<file path="src/rtl/ttt_pkg.sv">
// Shared types and helpers for the tic-tac-toe move input stage.
package ttt_pkg;

    localparam int unsigned N_CELLS = 9;

    typedef enum logic [1:0] {
        IDLE    = 2'd0,
        HOLD    = 2'd1,
        WAIT_PC = 2'd2,
        RELEASE = 2'd3
    } state_e;

    // True when exactly one bit of the cell vector is set.
    function automatic logic is_onehot(input logic [N_CELLS-1:0] v);
        return (v != '0) && ((v & (v - N_CELLS'(1))) == '0);
    endfunction

endpackage

</file>
<file path="src/rtl/ttt_debounce.sv">
// One cell button: 2-flop synchroniser followed by a stability-count debouncer.
module ttt_debounce #(
    parameter int unsigned DEBOUNCE_CYCLES = 4,
    parameter int unsigned CNT_W           = 8
) (
    input  logic clk,
    input  logic reset,
    input  logic btn_raw,
    output logic db
);

    logic             sync1_q, sync1_d;
    logic             sync2_q, sync2_d;
    logic             db_q, db_d;
    logic [CNT_W-1:0] cnt_q, cnt_d;

    // Debounced level follows the synchronised level once it has differed long enough.
    always_comb begin
        sync1_d = btn_raw;
        sync2_d = sync1_q;
        db_d    = db_q;
        cnt_d   = '0;
        if (sync2_q != db_q) begin
            if (cnt_q == CNT_W'(DEBOUNCE_CYCLES)) begin
                db_d = sync2_q;
            end else begin
                cnt_d = cnt_q + CNT_W'(1);
            end
        end
    end

    always_ff @(posedge clk) begin
        if (reset) begin
            sync1_q <= 1'b0;
            sync2_q <= 1'b0;
            db_q    <= 1'b0;
            cnt_q   <= '0;
        end else begin
            sync1_q <= sync1_d;
            sync2_q <= sync2_d;
            db_q    <= db_d;
            cnt_q   <= cnt_d;
        end
    end

    assign db = db_q;

endmodule

</file>
<file path="src/rtl/ttt_move_input.sv">
// Turns raw cell buttons into a one-hot move with a play strobe, then times
// the pc strobe that asks the game core for the computer's move.
module ttt_move_input
    import ttt_pkg::*;
#(
    parameter int unsigned DEBOUNCE_CYCLES = 4,
    parameter int unsigned PC_DELAY        = 8,
    parameter int unsigned CNT_W           = 8
) (
    input  logic               clk,
    input  logic               reset,
    input  logic [N_CELLS-1:0] btn_raw,
    input  logic               pc_en,
    output logic               play,
    output logic               pc,
    output logic [N_CELLS-1:0] button,
    output logic               busy,
    output logic               err_multi
);

    logic [N_CELLS-1:0] db;

    for (genvar i = 0; i < int'(N_CELLS); i++) begin : g_cell
        ttt_debounce #(
            .DEBOUNCE_CYCLES(DEBOUNCE_CYCLES),
            .CNT_W          (CNT_W)
        ) u_debounce (
            .clk    (clk),
            .reset  (reset),
            .btn_raw(btn_raw[i]),
            .db     (db[i])
        );
    end

    state_e             state_q, state_d;
    logic [CNT_W-1:0]   dly_q, dly_d;
    logic [N_CELLS-1:0] db_prev_q, db_prev_d;
    logic [N_CELLS-1:0] button_q, button_d;
    logic               play_q, play_d;
    logic               pc_q, pc_d;
    logic               busy_q, busy_d;
    logic               err_q, err_d;

    // Move sequencing; the delay counter is loaded so pc lands PC_DELAY cycles after play.
    always_comb begin
        state_d   = state_q;
        dly_d     = dly_q;
        db_prev_d = db;
        button_d  = button_q;
        play_d    = 1'b0;
        pc_d      = 1'b0;
        err_d     = 1'b0;
        case (state_q)
            IDLE: begin
                if (db != '0 && db_prev_q == '0) begin
                    if (is_onehot(db)) begin
                        button_d = db;
                        play_d   = 1'b1;
                        state_d  = HOLD;
                    end else begin
                        err_d   = 1'b1;
                        state_d = RELEASE;
                    end
                end
            end
            HOLD: begin
                if (!pc_en) begin
                    state_d = RELEASE;
                end else if (PC_DELAY <= 1) begin
                    pc_d    = 1'b1;
                    state_d = RELEASE;
                end else begin
                    dly_d   = CNT_W'(PC_DELAY - 1);
                    state_d = WAIT_PC;
                end
            end
            WAIT_PC: begin
                if (dly_q <= CNT_W'(1)) begin
                    pc_d    = 1'b1;
                    state_d = RELEASE;
                end else begin
                    dly_d = dly_q - CNT_W'(1);
                end
            end
            RELEASE: begin
                if (db == '0) begin
                    state_d = IDLE;
                end
            end
            default: state_d = IDLE;
        endcase
        busy_d = (state_d != IDLE);
    end

    always_ff @(posedge clk) begin
        if (reset) begin
            state_q   <= IDLE;
            dly_q     <= '0;
            db_prev_q <= '0;
            button_q  <= '0;
            play_q    <= 1'b0;
            pc_q      <= 1'b0;
            busy_q    <= 1'b0;
            err_q     <= 1'b0;
        end else begin
            state_q   <= state_d;
            dly_q     <= dly_d;
            db_prev_q <= db_prev_d;
            button_q  <= button_d;
            play_q    <= play_d;
            pc_q      <= pc_d;
            busy_q    <= busy_d;
            err_q     <= err_d;
        end
    end

    assign play      = play_q;
    assign pc        = pc_q;
    assign button    = button_q;
    assign busy      = busy_q;
    assign err_multi = err_q;

endmodule

</file>
<file path="config.mk">
export PLATFORM = sky130hd
export DESIGN_NAME = ttt_move_input
export DESIGN_NICKNAME = d
export VERILOG_FILES = /design/src/rtl/ttt_pkg.sv /design/src/rtl/ttt_debounce.sv /design/src/rtl/ttt_move_input.sv
export SDC_FILE = /design/constraint.sdc
export NUM_CORES = 1
export LEC_CHECK = 0
export ABC_CLOCK_PERIOD_IN_PS = 2400
export CAP_MARGIN = 10
export CORE_ASPECT_RATIO = 0.6
export CORE_MARGIN = 3
export CORE_UTILIZATION = 30
export CTS_CLUSTER_DIAMETER = 50
export DETAILED_ROUTE_END_ITERATION = 8
export PLACE_DENSITY = 0.56
export SYNTH_ARGS = -nofsm -noshare
export SYNTH_HDL_FRONTEND = slang
export SYNTH_HIERARCHICAL = 1
export SYNTH_SLANG_ARGS = --single-unit
</file>
<file path="constraint.sdc">
create_clock -name clk -period 2.4 [get_ports clk]
set_input_delay 0.24 -clock clk [delete_from_list [all_inputs] [get_ports clk]]
set_output_delay 0.24 -clock clk [all_outputs]
set_load 0.1 [all_outputs]
</file>
==> flow_metrics.env, run 1 <==
export IMPL_ys_warn_count=6
export IMPL_slew_viol_final=0
export IMPL_path_buf_inv=1
export IMPL_clock_latency_ns=0.40
export IMPL_num_vias=4189
export IMPL_cts_setup_buffers=0
export IMPL_numCtsBuffers=17
export IMPL_synthFlopType="dfxtp_1"
export IMPL_synth_commonest_cells="dfxtp_1 (131), nor2_1 (61), inv_1 (59), nand3_1 (39), a21oi_1 (38)"
export IMPL_final_setup_skew_ns=0.00788
export IMPL_irDropWorstVdd_mv=0.419
export IMPL_antenna_found_initial=0
export IMPL_pwr_share_clk_pct=53.3
export IMPL_ys_seq_area_share_pct=46.8
export IMPL_cts_tree="built"
export IMPL_rr_worst_depth=6
export IMPL_synth_top_family_by_area="simple AND/OR/NAND/NOR gates"
export IMPL_syn_inst=605
export IMPL_startpoint="g_cell[1].u_debounce/db"
export IMPL_synth_edf_count=0
export IMPL_critical_path_arrival_ns=2.39
export IMPL_swShare_pct=20.5
export IMPL_hold_buffers=0
export IMPL_slowest_stage="or4_4"
export IMPL_numClockSinks=131
export IMPL_synth_xor_area_share_pct=6.72
export IMPL_power_density_mw_per_mm2=734
export IMPL_die_height_um=112
export IMPL_worstMarginPinSlew_ns=0.498
export IMPL_grt_pass1_wl_mm=18.8
export IMPL_syn_area_mm2=0.00560
export IMPL_async_reset_ff_share_pct=0
export IMPL_hpwl_mm=7.89
export IMPL_synth_compound_area_share_pct=12.7
export IMPL_gp_congestion=0.796
export IMPL_antenna_left=0
export IMPL_avgViaCountPerCell=4.65
export IMPL_regToRegEndpoint="button[0]"
export IMPL_root_buffer="clkbuf_16"
export IMPL_antenna_cells=0
export IMPL_p_comb_share_pct=2.0
export IMPL_fillers=1793
export IMPL_syn_nets=637
export IMPL_max_slew_margin_rel_pct=66.8
export IMPL_area_growth_pct=20.3
export IMPL_avgSynthCellArea_um2=9.26
export IMPL_wl_per_cell_um=12.0
export IMPL_drt_iter0_drc=324
export IMPL_final_hold_viol_count=0
export IMPL_r2r_start="g_cell[1].u_debounce/db"
export IMPL_final_nets=680
export IMPL_cp_end_kind="flip-flop"
export IMPL_p_switching_mw=1.01
export IMPL_cap_viol_max_count=0
export IMPL_max_freq_ghz=0.472
export IMPL_setup_tns_ns=0
export IMPL_row_count=38
export IMPL_ctsResizeCount=0
export IMPL_rsz0062_at_grt="no"
export IMPL_reg2reg_slack_ns=0.28
export IMPL_layout_min_cycle_time_ns=2.12
export IMPL_synth_seq_cells=131
export IMPL_startpoint_type="flip-flop"
export IMPL_cp_top_family="simple AND/OR/NAND/NOR gates"
export IMPL_grt_ovfl_total=0
export IMPL_p_leak_nw=2.36
export IMPL_grt_usage_pct=11.2
export IMPL_portBuffers=24
export IMPL_muxShareOfSynthArea_pct=0.179
export IMPL_yosysMostFrequentCell="dfxtp_1"
export IMPL_yosysTopAreaCellShare_pct=46.8
export IMPL_h_tree_depth=4
export IMPL_initial_utilization_pct=30.8
export IMPL_synth_adder_area_share_pct=4.64
export IMPL_firstDrtPassIters=6
export IMPL_crit_fanout=10
export IMPL_core_area_mm2=0.0182
export IMPL_fin_crit_sh_pct=88.3
export IMPL_crit_path_cell_trace="or4_4, nor4_2, or2_1, nor4bb_4, buf_4, o2bb2ai_1"
export IMPL_outcome="finished clean"
export IMPL_p_total_mw=4.95
export IMPL_drc=0
export IMPL_internal_power_mw=3.93
export IMPL_cp_required_ns=2.67
export IMPL_die_area_mm2=0.0204
export IMPL_synthDistinctLibCells=42
export IMPL_crit_path_end="button[0]"
export IMPL_grt_max_degree=34
export IMPL_die_width_um=182
export IMPL_setup_violations=0
export IMPL_placedCellCount=869
export IMPL_cp_num_cells=6
export IMPL_synth_area_top_cells="dfxtp_1 (47%), xor2_1 (4.7%), ha_1 (4.5%)"
export IMPL_max_stage_delay_ns=0.59
export IMPL_routed_wl_mm=10.8
export IMPL_path_class="flip-flop to flip-flop"
export IMPL_hp_class="input port to flip-flop"
export IMPL_cts_reportedPaths_clkPinSlew_ns=0.06
export IMPL_clk_path_buf_depth=2
export IMPL_seq_power_share_pct=44.6
export IMPL_yosysTopAreaCell="dfxtp_1"
export IMPL_layout_cells_non_filler=901
export IMPL_drive_above_1_share_pct=11.5
export IMPL_grt_pass1_vias=3961
export IMPL_synth_simple_area_share_pct=24.5
export IMPL_pin_count=25
flip-flops by register name, summed over array words and instances, names as in the netlist:
name	cells
g_cell.u_debounce/cnt_q	72
button	9
db_prev_q	9
g_cell.u_debounce/db	9
g_cell.u_debounce/sync1_q	9
g_cell.u_debounce/sync2_q	9
dly_q	8
state_q	2
busy	1
err_multi	1
pc	1
play	1
worst min-delay path by stage:
stage                                 startpoint                            to  slack [ns]  cells past startpoint
finish                                     reset                  db_prev_q[5]        0.25                      2
global route                               reset                  db_prev_q[5]        0.28                      2
CTS                                        reset                  db_prev_q[5]        0.25                      2
detailed placement  g_cell[5].u_debounce/sync1_q  g_cell[5].u_debounce/sync2_q        0.42                      1
global placement    g_cell[1].u_debounce/sync1_q  g_cell[1].u_debounce/sync2_q        0.42                      1
floorplan                                  reset       g_cell[0].u_debounce/db        0.31                      1
power by group through the flow:
stage               Combinational, mW  Clock [mW]  Sequential, mW
finish                          0.100        2.64            2.21
CTS                             0.103        2.71            2.21
floorplan                      0.0572           0            2.25
global placement                0.100           0            2.25
global route                    0.113        2.82            2.21
detailed placement              0.102           0            2.25
cells in the final DEF, fill, tap and decap left out, types with 3 or more instances in the layout:
master and count:
o211ai_1 3, nor2_1 61, o2bb2ai_1 9, clkbuf_16 17
clkinvlp_4 4, a21oi_1 38, bufinv_16 3, clkdlybuf4s50_1 10
xnor2_1 13, buf_4 17, nor3_1 5, nand2_1 12
or4b_4 9, o21ai_0 37, xor2_1 30, clkinv_4 3
a211oi_1 3, nand4_1 11, inv_1 59, or3b_1 9
o211ai_2 9, dfxtp_1 131, or3_1 37, nor2b_1 29
nor4_1 3, ha_1 20, nand3_1 39, nand2b_1 11
area by class of cell:
type	instances	area [µm²]	share of cell area [%]
Multi-Input combinational cell	410	2730	40.5
Clock buffer	20	457	6.78
Timing Repair Buffer	29	253	3.75
Clock inverter	12	156	2.32
Sequential cell	131	2620	38.9
Inverter	59	221	3.29
Tap cell	240	300	4.46
cells by family (layout without fill, tap and decap cells):
family	after synthesis	count (layout)
muxes	1	1
AOI/OAI and AO/OA	109	109
adders and majority gates	21	21
DFF	131	131
xor gates and xnor gates	43	43
and+or+nand+nor	236	236
buffers and inverters	64	120
per-stage QoR:
stage	setup slack, ns	util, %	area (µm²)	hold WS [ns]
6_report	0.281	37.0	6740	0.246
5_1_grt	0.113	37.0	6740	0.279
4_1_cts	0.252	37.0	6740	0.251
3_5_place_dp	0.262	33.6	6130	0.424
3_3_place_gp	0.328	33.6	6130	0.422
2_1_floorplan	0.529	-	5600	0.309
metal layers:
layer	vias up	GRT usage, %	wire, µm
li1	2180	-	-
met3	14	3.36	332
met1	1958	15.3	5640
met5	-	0	0
met2	37	17.0	4750
met4	0	3.45	107
Power figures use the tool's default switching activity.
==> run 2: changes to the inputs <==
--- a/config.mk
+++ b/config.mk
@@ -17,3 +17,4 @@
 export SYNTH_HDL_FRONTEND = slang
 export SYNTH_HIERARCHICAL = 1
 export SYNTH_SLANG_ARGS = --single-unit
+export TNS_END_PERCENT = 20
==> results of run 2 <==
The final DEF is identical to that of run 1; final timing and power are the same.
==> run 3: changes to the inputs <==
--- a/config.mk
+++ b/config.mk
@@ -9,12 +9,11 @@
 export CAP_MARGIN = 10
 export CORE_ASPECT_RATIO = 0.6
 export CORE_MARGIN = 3
-export CORE_UTILIZATION = 30
+export CORE_UTILIZATION = 60
 export CTS_CLUSTER_DIAMETER = 50
 export DETAILED_ROUTE_END_ITERATION = 8
-export PLACE_DENSITY = 0.56
+export PLACE_DENSITY = 0.9
 export SYNTH_ARGS = -nofsm -noshare
 export SYNTH_HDL_FRONTEND = slang
 export SYNTH_HIERARCHICAL = 1
 export SYNTH_SLANG_ARGS = --single-unit
-export TNS_END_PERCENT = 20
==> flow_metrics.env, run 3 (synthesis gave the netlist of run 1 again) <==
export IMPL_outcome="finished clean"
export IMPL_setup_violations=0
export IMPL_path_class="flip-flop to flip-flop"
export IMPL_cts_tree="built"
export IMPL_irDropWorstVdd_mv=0.814
export IMPL_final_hold_viol_count=0
export IMPL_root_buffer="clkbuf_16"
export IMPL_layout_min_cycle_time_ns=2.26
export IMPL_antenna_left=0
export IMPL_final_setup_skew_ns=0.00345
export IMPL_cts_reportedPaths_clkPinSlew_ns=0.05
export IMPL_layout_commonest_cell="dfxtp_1"
export IMPL_layout_common_cells="dfxtp_1 (131), nor2_1 (61), inv_1 (59)"
export IMPL_met1_usage_pct=28.4
export IMPL_core_area_mm2=0.00878
export IMPL_hold_end="db_prev_q[0]"
export IMPL_row_count=26
export IMPL_worstMarginPinSlew_ns=0.519
export IMPL_clock_latency_ns=0.41
export IMPL_die_width_um=131
export IMPL_grt_max_degree=50
export IMPL_grtUsageMet3_pct=8.80
export IMPL_met2_usage_pct=42.0
export IMPL_placedCellCount=739
export IMPL_avgViaCountPerCell=5.71
export IMPL_numCtsBuffers=17
export IMPL_setup_tns_ns=0
export IMPL_drive_above_1_share_pct=10.5
export IMPL_fillers=606
export IMPL_h_tree_depth=4
export IMPL_fin_crit_sh_pct=94.1
export IMPL_wl_per_cell_um=15.4
export IMPL_antenna_cells=0
export IMPL_die_height_um=80.9
export IMPL_crit_path_cell_trace="nor4_2, nand4_1, a2bb2oi_1, nor4bb_4, buf_4, o2bb2ai_1"
export IMPL_regToRegEndpoint="button[6]"
export IMPL_cap_viol_max_count=0
export IMPL_cp_top_family="simple AND/OR/NAND/NOR gates"
export IMPL_hold_depth=2
export IMPL_path_buf_inv=1
export IMPL_layout_cells_non_filler=771
export IMPL_clk_path_buf_depth=2
export IMPL_die_area_mm2=0.0106
export IMPL_max_slew_margin_rel_pct=65.1
export IMPL_top_register="g_cell.u_debounce/cnt_q"
export IMPL_area_growth_pct=16.2
export IMPL_p_leak_nw=2.34
export IMPL_critical_path_arrival_ns=2.59
export IMPL_largest_reg_flops=72
export IMPL_grt_busiest_layer="met2"
export IMPL_cts_setup_buffers=0
export IMPL_cp_required_ns=2.73
export IMPL_power_density_mw_per_mm2=723
export IMPL_timing_hold_ws_ns=0.241
export IMPL_firstDrtPassIters=4
export IMPL_crit_fanout=10
export IMPL_drc=0
export IMPL_pin_count=25
export IMPL_routed_wl_mm=11.9
export IMPL_slew_viol_final=0
export IMPL_portBuffers=24
export IMPL_antenna_found_initial=0
export IMPL_r2r_start="g_cell[2].u_debounce/db"
export IMPL_hold_buffers=0
export IMPL_slowest_stage="nor4_2"
export IMPL_grt_pass1_vias=4372
export IMPL_hp_class="input port to flip-flop"
export IMPL_initial_utilization_pct=63.8
export IMPL_hpwl_mm=7.85
export IMPL_holdCritStartpoint="reset"
export IMPL_cp_end_kind="flip-flop"
export IMPL_rr_worst_depth=6
export IMPL_startpoint_type="flip-flop"
export IMPL_numClockSinks=131
export IMPL_ctsResizeCount=0
export IMPL_final_nets=679
export IMPL_drt_iter0_drc=323
export IMPL_gp_congestion=0.881
export IMPL_grt_usage_pct=24.3
export IMPL_reg2reg_slack_ns=0.14
export IMPL_grt_pass1_wl_mm=20.1
export IMPL_final_seq_area_mm2=0.00262
export IMPL_max_stage_delay_ns=0.52
export IMPL_grt_ovfl_total=0
export IMPL_num_vias=4400
export IMPL_rsz0062_at_grt="no"
export IMPL_max_freq_ghz=0.443
export IMPL_multi_input_area_mm2=0.00273
[run 3: cell types whose count changed in the layout (fill, tap and decap cells not counted), sizes merged]
cell      before  now
clkinv         5    2
buf           19   18
clkinvlp       4    1
clkbuf        20   27
bufinv         3    1
[run 3: stage by stage]
stage	total power [mW]	utilization [%]	area, µm²	setup slack, ns
after floorplan	2.31	-	5600	0.529
after CTS	4.74	74.0	6500	0.0486
final	4.71	74.1	6510	0.142
after detailed placement	2.36	67.8	5950	0.199
after global routing	4.85	74.1	6510	0.0274
after global placement	2.35	67.8	5950	0.273
[run 3: how the worst max path moves through the flow]
| stage | startpoint | to | slack (ns) | cells past startpoint |
|---|---|---|---|---|
| 5_1_grt | g_cell[2].u_debounce/db | button[6] | 0.03 | 6 |
| 3_3_place_gp | g_cell[2].u_debounce/db | button[2] | 0.27 | 5 |
| 3_5_place_dp | g_cell[2].u_debounce/db | button[6] | 0.20 | 5 |
| 6_report | g_cell[2].u_debounce/db | button[6] | 0.14 | 6 |
| 2_1_floorplan | g_cell[1].u_debounce/db | button[0] | 0.53 | 6 |
| 4_1_cts | g_cell[2].u_debounce/db | button[6] | 0.05 | 5 |
[run 3: power breakdown]
part	internal, mW	leakage [nW]	total [mW]	switching, mW
clock	1.52	0.267	2.40	0.872
combinational	0.0476	1.01	0.102	0.0539
sequential	2.20	1.06	2.21	0.0144
[run 3: final cells by class]
type                       instances  area share, %
timing repair buffer              28           3.77
inverter                          59           3.40
multi-input combinational        410           41.9
clock buffer                      27           7.73
tap                              112           2.15
sequential                       131           40.3
clock inverter                     4          0.730
[run 3: per-layer routing]
metal | up-vias | wire length, µm | part of all wire [%]
li1 | 2188 | - | -
met1 | 2099 | 5290 | 45
met2 | 91 | 5830 | 49
met3 | 22 | 557 | 4.7
met4 | 0 | 204 | 1.7
met5 | - | 0 | 0
